## config.mk

```make
export PLATFORM = sky130hd
export DESIGN_NAME = ifm_row_loader_flat
export DESIGN_NICKNAME = d
export VERILOG_FILES = /design/src/rtl/ifm_row_loader_pkg.sv /design/src/rtl/ifm_row_loader_if.sv /design/src/rtl/ifm_row_loader_addr_gen.sv /design/src/rtl/ifm_row_loader.sv /design/src/flat_wrapper.sv
export SDC_FILE = /design/constraint.sdc
export NUM_CORES = 1
export LEC_CHECK = 0
export CAP_MARGIN = 20
export CORE_ASPECT_RATIO = 2
export CORE_MARGIN = 5
export CORE_UTILIZATION = 55
export CTS_BUF_LIST = sky130_fd_sc_hd__clkbuf_8
export CTS_CLUSTER_SIZE = 16
export DETAILED_ROUTE_END_ITERATION = 16
export PLACE_DENSITY = 0.83
export SYNTH_ARGS = -nofsm -noshare
export SYNTH_HDL_FRONTEND = slang
export SYNTH_SLANG_ARGS = --single-unit
```

## constraint.sdc

```tcl
create_clock -name clk -period 15.9 [get_ports clk]
set_input_delay 3.18 -clock clk [delete_from_list [all_inputs] [get_ports clk]]
set_output_delay 3.18 -clock clk [all_outputs]
set_load 0.01 [all_outputs]
```

## src/rtl/ifm_row_loader_pkg.sv

```systemverilog
// Shared widths, FSM state encoding and address helper for the IFM row loader.
// Used by ifm_row_loader, its address generator and its bus interface.
package ifm_row_loader_pkg;
    localparam int W_SIZE         = 10;
    localparam int W_CHANNEL      = 10;
    localparam int IFM_BUF_CNT    = 4;
    localparam int W_IFM_BUF      = 2;
    localparam int W_ADDR         = 32;
    localparam int W_DATA         = 64;
    localparam int W_BUF_ADDR     = 12;
    localparam int MAX_OUTST      = 8;
    localparam int W_CNT          = W_SIZE + W_CHANNEL;
    localparam int BYTES_PER_WORD = W_DATA / 8;

    typedef enum logic [1:0] {
        ST_IDLE  = 2'd0,
        ST_ADDR  = 2'd1,
        ST_FETCH = 2'd2,
        ST_DONE  = 2'd3
    } state_e;

    // Word index to byte offset, wrapping in W_ADDR bits.
    function automatic logic [W_ADDR-1:0] word_to_byte(input logic [W_ADDR-1:0] w);
        return w * W_ADDR'(BYTES_PER_WORD);
    endfunction
endpackage

```

## src/rtl/ifm_row_loader_if.sv

```systemverilog
// Request, memory read and row-bank write signals of the IFM row loader.
// master = loader side, slave = controller/memory/buffer side.
interface ifm_row_loader_if import ifm_row_loader_pkg::*; ();
    logic [W_SIZE-1:0]     q_width;
    logic [W_SIZE-1:0]     q_height;
    logic [W_CHANNEL-1:0]  q_channel;
    logic [W_ADDR-1:0]     q_base_addr;
    logic                  i_req_load;
    logic [W_SIZE-1:0]     i_req_row;
    logic                  o_req_done;
    logic                  o_busy;
    logic                  o_rd_req;
    logic [W_ADDR-1:0]     o_rd_addr;
    logic                  i_rd_ready;
    logic                  i_rd_vld;
    logic [W_DATA-1:0]     i_rd_data;
    logic                  o_buf_we;
    logic [W_IFM_BUF-1:0]  o_buf_bank;
    logic [W_BUF_ADDR-1:0] o_buf_addr;
    logic [W_DATA-1:0]     o_buf_wdata;

    modport master (
        input  q_width, q_height, q_channel, q_base_addr,
        input  i_req_load, i_req_row, i_rd_ready, i_rd_vld, i_rd_data,
        output o_req_done, o_busy, o_rd_req, o_rd_addr,
        output o_buf_we, o_buf_bank, o_buf_addr, o_buf_wdata
    );

    modport slave (
        output q_width, q_height, q_channel, q_base_addr,
        output i_req_load, i_req_row, i_rd_ready, i_rd_vld, i_rd_data,
        input  o_req_done, o_busy, o_rd_req, o_rd_addr,
        input  o_buf_we, o_buf_bank, o_buf_addr, o_buf_wdata
    );
endinterface

```

## src/rtl/ifm_row_loader_addr_gen.sv

```systemverilog
// Row address generator: latches the requested row, computes row base address,
// word count and bank in ADDR, then steps the read address per accepted request.
module ifm_row_loader_addr_gen import ifm_row_loader_pkg::*; (
    input  logic                 clk,
    input  logic                 rst,
    input  logic                 accept,
    input  logic                 load,
    input  logic                 step,
    input  logic [W_SIZE-1:0]    row,
    input  logic [W_SIZE-1:0]    width,
    input  logic [W_CHANNEL-1:0] channel,
    input  logic [W_ADDR-1:0]    base_addr,
    output logic [W_CNT-1:0]     words_now,
    output logic [W_CNT-1:0]     words,
    output logic [W_IFM_BUF-1:0] bank,
    output logic [W_ADDR-1:0]    rd_addr
);
    logic [W_SIZE-1:0] row_q;
    logic [W_ADDR-1:0] row_off;

    assign words_now = W_CNT'(width) * W_CNT'(channel);
    assign row_off   = word_to_byte(W_ADDR'(row_q) * W_ADDR'(words_now));

    always_ff @(posedge clk) begin
        if (rst) begin
            row_q   <= '0;
            words   <= '0;
            bank    <= '0;
            rd_addr <= '0;
        end else begin
            if (accept)
                row_q <= row;
            if (load) begin
                words   <= words_now;
                bank    <= row_q[W_IFM_BUF-1:0];
                rd_addr <= base_addr + row_off;
            end else if (step) begin
                rd_addr <= rd_addr + W_ADDR'(BYTES_PER_WORD);
            end
        end
    end
endmodule

```

## src/rtl/ifm_row_loader.sv

```systemverilog
// IFM row loader: fetches one tiled row from memory into row bank (row mod IFM_BUF_CNT).
// Optional IFM_ROW_LOADER_PERF_EN adds o_perf_stall_cnt (FETCH cycles with request not accepted).
module ifm_row_loader import ifm_row_loader_pkg::*; (
    input  logic                  clk,
    input  logic                  rst,
    ifm_row_loader_if.master      bus
`ifdef IFM_ROW_LOADER_PERF_EN
    ,
    output logic [31:0]           o_perf_stall_cnt
`endif
);
    state_e               state;
    logic [W_CNT-1:0]     issued;
    logic [W_CNT-1:0]     received;
    logic [W_CNT-1:0]     words;
    logic [W_CNT-1:0]     words_now;
    logic [W_IFM_BUF-1:0] bank;
    logic                 accept;
    logic                 issue;
    logic                 beat;

    assign accept = (state == ST_IDLE) && bus.i_req_load && (bus.i_req_row < bus.q_height);
    assign bus.o_rd_req = (state == ST_FETCH) && (issued < words)
                          && ((issued - received) < W_CNT'(MAX_OUTST));
    assign issue = bus.o_rd_req && bus.i_rd_ready;
    // Beats outside FETCH or beyond the row length are dropped.
    assign beat  = (state == ST_FETCH) && bus.i_rd_vld && (received < words);

    ifm_row_loader_addr_gen u_addr_gen (
        .clk       (clk),
        .rst       (rst),
        .accept    (accept),
        .load      (state == ST_ADDR),
        .step      (issue),
        .row       (bus.i_req_row),
        .width     (bus.q_width),
        .channel   (bus.q_channel),
        .base_addr (bus.q_base_addr),
        .words_now (words_now),
        .words     (words),
        .bank      (bank),
        .rd_addr   (bus.o_rd_addr)
    );

    always_ff @(posedge clk) begin
        if (rst) begin
            state           <= ST_IDLE;
            issued          <= '0;
            received        <= '0;
            bus.o_req_done  <= 1'b0;
            bus.o_busy      <= 1'b0;
            bus.o_buf_we    <= 1'b0;
            bus.o_buf_bank  <= '0;
            bus.o_buf_addr  <= '0;
            bus.o_buf_wdata <= '0;
        end else begin
            bus.o_req_done <= 1'b0;
            bus.o_buf_we   <= beat;
            if (beat) begin
                bus.o_buf_bank  <= bank;
                bus.o_buf_addr  <= received[W_BUF_ADDR-1:0];
                bus.o_buf_wdata <= bus.i_rd_data;
            end
            case (state)
                ST_IDLE: begin
                    if (accept) begin
                        state      <= ST_ADDR;
                        bus.o_busy <= 1'b1;
                    end
                end
                ST_ADDR: begin
                    issued   <= '0;
                    received <= '0;
                    if (words_now == '0) begin
                        state          <= ST_DONE;
                        bus.o_req_done <= 1'b1;
                    end else begin
                        state <= ST_FETCH;
                    end
                end
                ST_FETCH: begin
                    if (issue)
                        issued <= issued + W_CNT'(1);
                    if (beat)
                        received <= received + W_CNT'(1);
                    // The write in flight while all beats are counted is the last one.
                    if (bus.o_buf_we && (received == words)) begin
                        state          <= ST_DONE;
                        bus.o_req_done <= 1'b1;
                    end
                end
                ST_DONE: begin
                    state      <= ST_IDLE;
                    bus.o_busy <= 1'b0;
                end
                default: state <= ST_IDLE;
            endcase
        end
    end

`ifdef IFM_ROW_LOADER_PERF_EN
    always_ff @(posedge clk) begin
        if (rst)
            o_perf_stall_cnt <= '0;
        else if (bus.o_rd_req && !bus.i_rd_ready && (o_perf_stall_cnt != 32'hFFFF_FFFF))
            o_perf_stall_cnt <= o_perf_stall_cnt + 32'd1;
    end
`endif
endmodule

```

## src/flat_wrapper.sv

```systemverilog
// flat-port wrapper written by rule: the top's interface ports become plain ports
module ifm_row_loader_flat import ifm_row_loader_pkg::*;
  (clk, rst, bus_q_width, bus_q_height, bus_q_channel, bus_q_base_addr, bus_i_req_load, bus_i_req_row, bus_i_rd_ready, bus_i_rd_vld, bus_i_rd_data, bus_o_req_done, bus_o_busy, bus_o_rd_req, bus_o_rd_addr, bus_o_buf_we, bus_o_buf_bank, bus_o_buf_addr, bus_o_buf_wdata);
  ifm_row_loader_if bus_i ();
  input  logic clk;
  input  logic rst;
  input wire logic [$bits(bus_i.q_width)-1:0] bus_q_width;
  input wire logic [$bits(bus_i.q_height)-1:0] bus_q_height;
  input wire logic [$bits(bus_i.q_channel)-1:0] bus_q_channel;
  input wire logic [$bits(bus_i.q_base_addr)-1:0] bus_q_base_addr;
  input wire logic [$bits(bus_i.i_req_load)-1:0] bus_i_req_load;
  input wire logic [$bits(bus_i.i_req_row)-1:0] bus_i_req_row;
  input wire logic [$bits(bus_i.i_rd_ready)-1:0] bus_i_rd_ready;
  input wire logic [$bits(bus_i.i_rd_vld)-1:0] bus_i_rd_vld;
  input wire logic [$bits(bus_i.i_rd_data)-1:0] bus_i_rd_data;
  output wire logic [$bits(bus_i.o_req_done)-1:0] bus_o_req_done;
  output wire logic [$bits(bus_i.o_busy)-1:0] bus_o_busy;
  output wire logic [$bits(bus_i.o_rd_req)-1:0] bus_o_rd_req;
  output wire logic [$bits(bus_i.o_rd_addr)-1:0] bus_o_rd_addr;
  output wire logic [$bits(bus_i.o_buf_we)-1:0] bus_o_buf_we;
  output wire logic [$bits(bus_i.o_buf_bank)-1:0] bus_o_buf_bank;
  output wire logic [$bits(bus_i.o_buf_addr)-1:0] bus_o_buf_addr;
  output wire logic [$bits(bus_i.o_buf_wdata)-1:0] bus_o_buf_wdata;
  assign bus_i.q_width = bus_q_width;
  assign bus_i.q_height = bus_q_height;
  assign bus_i.q_channel = bus_q_channel;
  assign bus_i.q_base_addr = bus_q_base_addr;
  assign bus_i.i_req_load = bus_i_req_load;
  assign bus_i.i_req_row = bus_i_req_row;
  assign bus_i.i_rd_ready = bus_i_rd_ready;
  assign bus_i.i_rd_vld = bus_i_rd_vld;
  assign bus_i.i_rd_data = bus_i_rd_data;
  assign bus_o_req_done = bus_i.o_req_done;
  assign bus_o_busy = bus_i.o_busy;
  assign bus_o_rd_req = bus_i.o_rd_req;
  assign bus_o_rd_addr = bus_i.o_rd_addr;
  assign bus_o_buf_we = bus_i.o_buf_we;
  assign bus_o_buf_bank = bus_i.o_buf_bank;
  assign bus_o_buf_addr = bus_i.o_buf_addr;
  assign bus_o_buf_wdata = bus_i.o_buf_wdata;
  ifm_row_loader u_core (.clk(clk), .rst(rst), .bus(bus_i));
endmodule
```

==> metrics.yaml <==
synth_top_area_frac: 0.2037
slew_headroom: 0.2399
synthDistinctLibCells: 69
synth_top_area_cell: "fa_1"
yosys_warnings: 0
fin_util: 0.6463
clock.fmax_mhz: 66.06
tns_ns: 0
die_w_microns: 145.0
vdd_drop_max_v: 0.0004170
p_leak_nw: 10.61
first_pass_iters: 7
status: "finished clean"
post-route-drc-count: 0
drv_cap: 0
antenna_found_initial: 2
synthTopCellsByArea: "fa_1 (20%), dfxtp_1 (19%), ha_1 (14%)"
hold_depth: 2
place_congestion: 1.002
cp_slowest_cell: "xnor2_1"
track_usage: 0.2939
hold_viol: 0
clock_path_buffers: 2
grt-ovfl-total: 0
final_cell_count_no_fill: 2965
antenna_left: 0
grt_max_degree: 102
synth_edf_count: 0
synth_seq_area_share: 0.1867
first_global_vias: 18569
cts-root-buf: "clkbuf_8"
cts_sinks: 187
cts_setup_buffers: 0
cts_buffers: 17
fin_nets: 3064
cts_hold_buf: 0
slew_viol_final: 0
syn_to_final_growth_pct: 17.00
yosys.cell_count.top_type: "inv_1"
cp-end-kind: "flip-flop"
rsz0062_at_grt: "no"
die_area_sq_um: 40600
clk_latency_ns: 0.51
ys_top_cells_by_count: "inv_1 (276), ha_1 (222), nand2_1 (214), fa_1 (204), nor2_1 (197)"
grt_first_pass_wirelength_mm: 96.79
critPathKind: "primary input to flip-flop"
finalWorstSetupSlack_ns: 0.7615
io_pins: 255
port_buffers: 254
vias: 17381
viasPerCell: 5.862
dp_cells: 2930
syn_area_sq_um: 20050
async_flop_share: 0
drive_gt1_frac: 0.03267
rr_worst_depth: 28
crit_arrival_ns: 15.51
synth_nets: 2868
min_period_over_period: 0.9521
wl_mm: 60.09
cts_max_level: 4
drt_iter0_markers: 946
core-area_sq_um: 36290
critical_path.most_common_cell: "fa_1"
wl_per_cell_microns: 20.27
pwr_density_cell_nw_per_um2: 227.4
worst_slew_pin_slew_ns: 1.131
cts_tree: "done"
clk_pin_slew_ns: 0.12
path_max_fanout: 10
dp_hpwl_mm: 48.92
clock_skew_ns: 0.03506
layout_min_cycle_time_ns: 15.14
post_synth.cell_area_avg_sq_um: 8.712
pre_cts_slack_ns: 0.5080
post_cts_resized: 0
slowest_delay_ns: 0.87
start_util: 0.5523
finalSetupViolCount: 0
die_h_microns: 280.0
hold_class: "flip-flop to flip-flop"
crit_required_ns: 16.27
ys_seq_elements: 187
synthCells: 2301
placement_rows: 99
synthFlopType: "dfxtp_1"
start_kind: "primary input"
==> sequential cells by signal, indices dropped and copies added (netlist names), 2 cells and up <==
name	count
u_core.u_addr_gen.bank	2
u_core.received	20
u_core.state	2
u_core.u_addr_gen.row_q	10
u_core.issued	20
u_core.bus.o_buf_addr	12
u_core.bus.o_buf_wdata	64
u_core.bus.o_buf_bank	2
u_core.u_addr_gen.rd_addr	32
u_core.u_addr_gen.words	20
==> per-stage QoR <==
stage	area, sq um	hold slack [ns]	power, mW
finish	23460	0.4920	5.333
global placement	22970	0.4728	4.776
global route	23460	0.5358	5.765
CTS	23420	0.4945	5.279
floorplan	20050	0.4563	3.562
detailed placement	22980	0.4775	4.882
==> logic make-up (layout without fill, tap and decap cells) <==
family / after synthesis / in the layout / share of synthesized area
compound gates: 297 / 297 / 0.09949
fa+ha+maj: 426 / 426 / 0.3423
mux: 117 / 117 / 0.05854
simple gates: 763 / 763 / 0.1846
xor+xnor: 130 / 130 / 0.05680
buf+inv: 381 / 590 / 0.07159
other cells: 0 / 1 / 0
flops: 187 / 187 / 0.1867
==> area by class of cell <==
cell class,count,area [sq um]
tap,454,568.0
multi-input combinational,1733,14890
fill,2957,12840
clock buffer,17,234.0
antenna,1,2.502
clock inverter,15,207.7
sequential,187,3744
timing repair buffer,282,2770
inverter,276,1036
==> layout by cell type, fill, tap and decap left out, types with 5 or more instances in the layout <==
| cell | synthesis | routed |
|---|---|---|
| o21ai_0 | 48 | 48 |
| mux2i_1 | 115 | 115 |
| o21a_1 | 13 | 13 |
| nor2_1 | 197 | 197 |
| a21oi_1 | 81 | 80 |
| nor4_1 | 6 | 6 |
| and2_1 | 144 | 144 |
| or3_1 | 11 | 11 |
| nor3_1 | 27 | 27 |
| fa_1 | 204 | 204 |
| buf_4 | 0 | 28 |
| xnor2_1 | 71 | 71 |
| nor2b_1 | 17 | 17 |
| a21o_1 | 49 | 49 |
| clkbuf_8 | 0 | 17 |
| clkdlybuf4s50_1 | 0 | 253 |
| o211ai_1 | 6 | 6 |
| and4_1 | 5 | 5 |
| nand2b_1 | 30 | 30 |
| inv_1 | 276 | 276 |
| nand3_1 | 35 | 35 |
| and3_1 | 33 | 33 |
| dfxtp_1 | 187 | 187 |
| xor2_1 | 59 | 59 |
| a2111oi_0 | 6 | 6 |
| ha_1 | 222 | 221 |
| or4_1 | 7 | 7 |
| o22ai_1 | 14 | 14 |
| nand4_1 | 26 | 26 |
| a211oi_1 | 19 | 19 |
| nand2_1 | 214 | 214 |
==> worst max-delay path: cells and delay by family <==
kind	cells	cell delay, ns
AO/OA/AOI/OAI	12	2.83
XOR/XNOR	4	1.36
adder cells (fa/ha/maj)	13	6.31
buffers and inverters	6	0.96
AND/OR/NAND/NOR	6	0.84
==> layer usage <==
| metal | vias to the layer above | track usage | wire length, microns | part of all wire |
|---|---|---|---|---|
| li1 | 7941 | - | - | - |
| met1 | 8530 | 0.3095 | 20900 | 0.35 |
| met2 | 664 | 0.5443 | 31970 | 0.53 |
| met3 | 244 | 0.03928 | 2923 | 0.049 |
| met4 | 2 | 0.1870 | 4282 | 0.071 |
| met5 | - | 0 | 20 | 0.00033 |
==> final timing paths <==
path	startpoint	slack (ns)	end
worst min-delay path	u_core.u_addr_gen.words[3]$_SDFFE_PP0P_	0.49	u_core.u_addr_gen.words[3]$_SDFFE_PP0P_
worst min register to register	u_core.u_addr_gen.words[3]$_SDFFE_PP0P_	0.49	u_core.u_addr_gen.words[3]$_SDFFE_PP0P_
worst max-delay path	bus_q_channel[1]	0.76	u_core.u_addr_gen.rd_addr[31]$_SDFFE_PP0P_
worst max register to register	u_core.u_addr_gen.row_q[2]$_SDFFE_PP0P_	7.49	u_core.u_addr_gen.rd_addr[31]$_SDFFE_PP0P_
==> power breakdown <==
| part | internal, mW | total [mW] | switching [mW] |
|---|---|---|---|
| clock | 0.139 | 0.351 | 0.212 |
| sequential | 0.538 | 0.611 | 0.0726 |
| combinational | 1.71 | 4.37 | 2.66 |
Note: power is estimated with default switching activity, not from simulation.
